### config.mk
export PLATFORM = sky130hd
export DESIGN_NAME = barker13_detector_flat
export DESIGN_NICKNAME = d
export VERILOG_FILES = /design/src/rtl/barker13_detector_if.sv /design/src/rtl/barker13_detector.sv /design/src/flat_wrapper.sv
export SDC_FILE = /design/constraint.sdc
export NUM_CORES = 1
export LEC_CHECK = 0
export ABC_AREA = 1
export BUFFER_PORTS_ARGS = -buffer_cell sky130_fd_sc_hd__buf_2
export CAP_MARGIN = 20
export CORE_MARGIN = 4
export CORE_UTILIZATION = 25
export CTS_BUF_LIST = sky130_fd_sc_hd__clkbuf_8
export CTS_CLUSTER_SIZE = 24
export DETAILED_ROUTE_END_ITERATION = 12
export PLACE_DENSITY_LB_ADDON = 0.3
export SLEW_MARGIN = 20
export SYNTH_ARGS = -nofsm -noshare
export SYNTH_HDL_FRONTEND = slang
export SYNTH_SLANG_ARGS = --single-unit
### constraint.sdc
create_clock -name clk -period 4.3 [get_ports clk]
set_input_delay 0.43 -clock clk [delete_from_list [all_inputs] [get_ports clk]]
set_output_delay 0.43 -clock clk [all_outputs]
set_load 0.01 [all_outputs]
### src/rtl/barker13_detector_if.sv
`default_nettype none
// ============================================================================
// Interface : axis_1bit
// Purpose   : Single-bit AXI-Stream link with tlast and a 1-bit tuser.
// Revision  : 1.0 - initial release
// ============================================================================
interface axis_1bit;
  logic tvalid;
  logic tready;
  logic tdata;
  logic tlast;
  logic tuser;

  modport master (
    output tvalid,
    output tdata,
    output tlast,
    output tuser,
    input  tready
  );

  modport slave (
    input  tvalid,
    input  tdata,
    input  tlast,
    input  tuser,
    output tready
  );
endinterface : axis_1bit
`default_nettype wire

### src/rtl/barker13_detector.sv
`default_nettype none
// ============================================================================
// Module   : barker13_detector
// Purpose  : Sliding-window Barker-13 correlator on a 1-bit chip stream, with
//            one registered flag beat per chip (either code polarity).
// Revision : 1.0 - initial release
// ============================================================================
module barker13_detector #(
  parameter int THRESHOLD = 12
) (
  input  wire logic clk,
  input  wire logic rst_n,
  axis_1bit.slave   s,
  axis_1bit.master  m
);

  localparam logic [12:0] C_CODE   = 13'b1111100110101;
  localparam logic [3:0]  C_FULL   = 4'd13;
  localparam logic [3:0]  C_POS_TH = 4'(THRESHOLD);
  localparam logic [3:0]  C_INV_TH = 4'(13 - THRESHOLD);

  logic [12:0] r_sr;
  logic [3:0]  r_fill;
  logic        r_valid;
  logic        r_data;
  logic        r_user;
  logic        r_last;

  logic        w_accept;
  logic [12:0] w_sr_next;
  logic [3:0]  w_fill_next;
  logic [12:0] w_agree;
  logic [3:0]  w_matches;
  logic        w_window;
  logic        w_pos;
  logic        w_inv;
  logic        w_unused;

  assign s.tready  = !r_valid || m.tready;
  assign w_accept  = s.tvalid && s.tready;
  assign w_unused  = s.tuser;

  assign w_sr_next   = {r_sr[11:0], s.tdata};
  assign w_fill_next = (r_fill == C_FULL) ? C_FULL : r_fill + 4'd1;
  assign w_agree     = ~(w_sr_next ^ C_CODE);

  always_comb begin
    w_matches = 4'd0;
    for (int i = 0; i < 13; i++) begin
      w_matches = w_matches + {3'b000, w_agree[i]};
    end
  end

  assign w_window = (w_fill_next == C_FULL);
  assign w_pos    = w_window && (w_matches >= C_POS_TH);
  assign w_inv    = w_window && (w_matches <= C_INV_TH);

  // A tlast beat is correlated with its own chip, then the window restarts.
  always_ff @(posedge clk or negedge rst_n) begin
    if (!rst_n) begin
      r_sr   <= 13'd0;
      r_fill <= 4'd0;
    end else if (w_accept) begin
      if (s.tlast) begin
        r_sr   <= 13'd0;
        r_fill <= 4'd0;
      end else begin
        r_sr   <= w_sr_next;
        r_fill <= w_fill_next;
      end
    end
  end

  always_ff @(posedge clk or negedge rst_n) begin
    if (!rst_n) begin
      r_valid <= 1'b0;
      r_data  <= 1'b0;
      r_user  <= 1'b0;
      r_last  <= 1'b0;
    end else if (w_accept) begin
      r_valid <= 1'b1;
      r_data  <= w_pos || w_inv;
      r_user  <= w_inv && !w_pos;
      r_last  <= s.tlast;
    end else if (m.tready) begin
      r_valid <= 1'b0;
    end
  end

  assign m.tvalid = r_valid;
  assign m.tdata  = r_data;
  assign m.tuser  = r_user;
  assign m.tlast  = r_last;

endmodule : barker13_detector
`default_nettype wire
### src/flat_wrapper.sv
// flat-port wrapper written by rule: the top's interface ports become plain ports
module barker13_detector_flat 
#(
  parameter int THRESHOLD = 12
)
  (clk, rst_n, s_tvalid, s_tdata, s_tlast, s_tuser, s_tready, m_tvalid, m_tdata, m_tlast, m_tuser, m_tready);
  axis_1bit s_i ();
  axis_1bit m_i ();
  input  wire logic clk;
  input  wire logic rst_n;
  input wire logic [$bits(s_i.tvalid)-1:0] s_tvalid;
  input wire logic [$bits(s_i.tdata)-1:0] s_tdata;
  input wire logic [$bits(s_i.tlast)-1:0] s_tlast;
  input wire logic [$bits(s_i.tuser)-1:0] s_tuser;
  output wire logic [$bits(s_i.tready)-1:0] s_tready;
  output wire logic [$bits(m_i.tvalid)-1:0] m_tvalid;
  output wire logic [$bits(m_i.tdata)-1:0] m_tdata;
  output wire logic [$bits(m_i.tlast)-1:0] m_tlast;
  output wire logic [$bits(m_i.tuser)-1:0] m_tuser;
  input wire logic [$bits(m_i.tready)-1:0] m_tready;
  assign s_i.tvalid = s_tvalid;
  assign s_i.tdata = s_tdata;
  assign s_i.tlast = s_tlast;
  assign s_i.tuser = s_tuser;
  assign s_tready = s_i.tready;
  assign m_tvalid = m_i.tvalid;
  assign m_tdata = m_i.tdata;
  assign m_tlast = m_i.tlast;
  assign m_tuser = m_i.tuser;
  assign m_i.tready = m_tready;
  barker13_detector #(.THRESHOLD(THRESHOLD)) u_core (.clk(clk), .rst_n(rst_n), .s(s_i), .m(m_i));
endmodule
==> impl_metrics.csv <==
group,metric,value,unit
run_status,status,"completed",
cts,root_buffer,"clkbuf_8",
placed_design,dp_hpwl,1747,um
sta,fin_crit_sh,0.9333,
setup_path,crit_required,4500,ps
cts,clock_sinks,20,
cts,hold_buffers,0,
global_routing,grt_pass1_wl,4002,um
routing,vias,867,
sta,max_freq,249.2,MHz
setup_path,cp.buffers_inverters,6,
cts,path_clk_slew,80,ps
cts,cts_buffers,3,
yosys,yosys_most_used_dff,"dfrtp_1",
sta,maxSlewHeadroom,0.6806,
cts,cts_max_level,1,
global_routing,grt_usage,0.08287,
yosys,async_flop_share,1.000,
routing,drt_iter0_drc,29,
global_routing,grt_pass1_vias,920,
layout,final_nets,165,
sta,final_hold_viol_count,0,
die,initial_utilization,0.2625,
global_routing,overflow,0,
die,dieArea,6223,um^2
setup_path,setup.worst_path.class,"reg -> reg",
die,fp.dieW,78.89,um
setup_path,slowest_delay,520,ps
setup_path,cp_max_fo,3,
routing,routed_wl,2234,um
power_and_ir_drop,p_leak,0.7090,nW
sta,fin_skew,2.851,ps
yosys,synth-edff-count,0,
yosys,ys_top_cells_by_area,"dfrtp_1, fa_1, ha_1",
sta,tightest_slew,479.1,ps
routing,firstDrtPassIters,4,
yosys,ys_warn_count,0,
yosys,netlist_area,1256,um^2
sta,period_minus_slack,4013,ps
sta,rsz0062_at_grt,"false",
yosys,syn_inst,129,
setup_path,slowest_stage,"fa_1",
yosys,synthesis.nets,152,
routing,routedWlPerCell,10.74,um
sta,slew_violations,0,
power_and_ir_drop,power_density,451.2,nW/um^2
setup_path,critPathLaunchType,"flip-flop",
setup_path,cp_cell_sequence,"inv_2 -> ha_1 -> inv_1 -> fa_1 -> fa_1 -> inv_1 -> fa_1 -> inv_1 -> fa_1 -> inv_1 -> ha_1 -> inv_1 -> fa_1 -> xnor2_2 -> nor2_2 -> nand3_2 -> a21oi_2 -> nand2_1 -> nand2_1",
die,core,4786,um^2
yosys,synth_cell_types,24,
setup_path,cp.arrival,4210,ps
yosys,avgSynthCellArea,9.738,um^2
yosys,synth_seq_cells,20,
yosys,yosysMostFrequentCell,"inv_1",
yosys,yosys.area.top_type,"dfrtp_1",
yosys,ys_seq_area_frac,0.3984,
power_and_ir_drop,power,0.6509,mW
sta,finalSetupTns,0,ps
layout,fill_cells,509,
yosys,synth_commonest_cells,"inv_1, dfrtp_1, nand2_1",
setup_path,endpoint_kind,"flip-flop",
layout,synthToLayoutAreaGrowth,14.84,%
cts,cts_setup_buffers,0,
cts,clock_tree.buffer_depth,2,
cts,cts_tree,"built",
die,die_height,78.89,um
die,rows,25,
placed_design,pre_cts_slack,97.13,ps
global_routing,antenna_found_initial,0,
yosys,yosysTopAreaCellShare,0.3984,
setup_path,path_delay_family,"adder cells",
routing,drt-vias-per-instance,4.168,
flow_run,cap_viol_max_count,0,
layout,n_antenna_cell,0,
placed_design,gp_congestion,0.7766,
sta,layout_setup_ws,286.6,ps
hold_path,hold_class,"in -> async",
routing,remaining_drc_errors,0,
layout,drive_gt1_frac,0.2199,
die,pin_count,12,
cts,clk_latency,260,ps
routing,ant_nets,0,
sta,setup_viol,0,
placed_design,portBuffers,10,
power_and_ir_drop,ir_drop,165.2,uV
global_routing,grt_max_degree,21,
## logic make-up (layout without fill, tap and decap cells)
kind of cell,Yosys count,after routing,synth area share
AO/OA/AOI/OAI,19,19,0.1125
XOR/XNOR,1,1,0.006973
adder cells (fa/ha/maj),16,16,0.2012
buffers and inverters,35,47,0.1195
flip-flops,20,20,0.3984
AND/OR/NAND/NOR,38,38,0.1614
## state kept, by name (all words and copies together), names as in the netlist
signal	count
u_core.m.tdata	1
u_core.m.tlast	1
u_core.r_fill	4
u_core.r_sr	12
u_core.m.tuser	1
u_core.m.tvalid	1
## layout by cell type (no fill, tap or decap)
cell type	instances
or2_1	1
clkbuf_8	3
nor2_1	3
nand3_1	9
nand2_1	18
inv_2	4
a21oi_1	1
a21oi_2	1
inv_1	29
nand2_4	2
buf_2	10
nand4_2	1
o22ai_2	4
o22ai_1	7
o21ai_0	4
nor2_4	1
ha_1	9
nand3_2	2
dfrtp_1	20
xnor2_2	1
a22o_1	1
fa_1	7
nor2_2	1
o21ai_1	1
bufinv_16	1
## cell type report
type                            instances  area [um^2]  share of cell area
Clock buffer                            3        41.29             0.02862
Clock inverter                          1        30.03             0.02082
Inverter                               33        123.9             0.08586
Multi-Input combinational cell         74        613.1              0.4250
Sequential cell                        20        500.5              0.3469
Tap cell                               67        83.83             0.05811
Timing Repair Buffer                   10        50.05             0.03469
## routing by layer
layer	vias up	GRT usage	wire, um
li1	429	-	-
met2	12	0.1384	1071
met4	0	0.02577	20
met1	424	0.09993	1059
met5	-	0	0
met3	2	0.02948	83
## repair_timing
item / in CTS / in global routing
endpoints found under the hold margin: 0 / 0
endpoints found under the setup margin: 0 / 2
resized for setup: 0 / 2
## final timing paths
check,start,to,slack [ps],cells past startpoint
setup / recovery,u_core.r_sr[0],u_core.m.tdata,290,19
hold / removal,rst_n,u_core.r_sr[3],120,1
setup reg to reg,u_core.r_sr[0],u_core.m.tdata,290,19
hold reg to reg,u_core.m.tuser,u_core.m.tuser,490,2
max in group asynchronous,rst_n,u_core.m.tdata,3850,1
min in group clk,s_tdata,u_core.r_sr[0],410,3
## power breakdown
part           internal [mW]  switching, mW
Combinational          0.105          0.147
Clock                  0.124         0.0651
Sequential             0.200        0.00970
Total                  0.429          0.222
## stage by stage
step                      utilization  instance area, um^2  hold slack (ps)  instances
after CTS                      0.2999                 1435            121.9        208
after global placement         0.2850                 1364            406.4        204
after detailed placement       0.2850                 1364            415.8        204
after global routing           0.3014                 1443            138.3        208
after floorplan                     -                 1256            134.4        129
final                          0.3014                 1443            116.5        208
(Power assumes the default switching activity.)
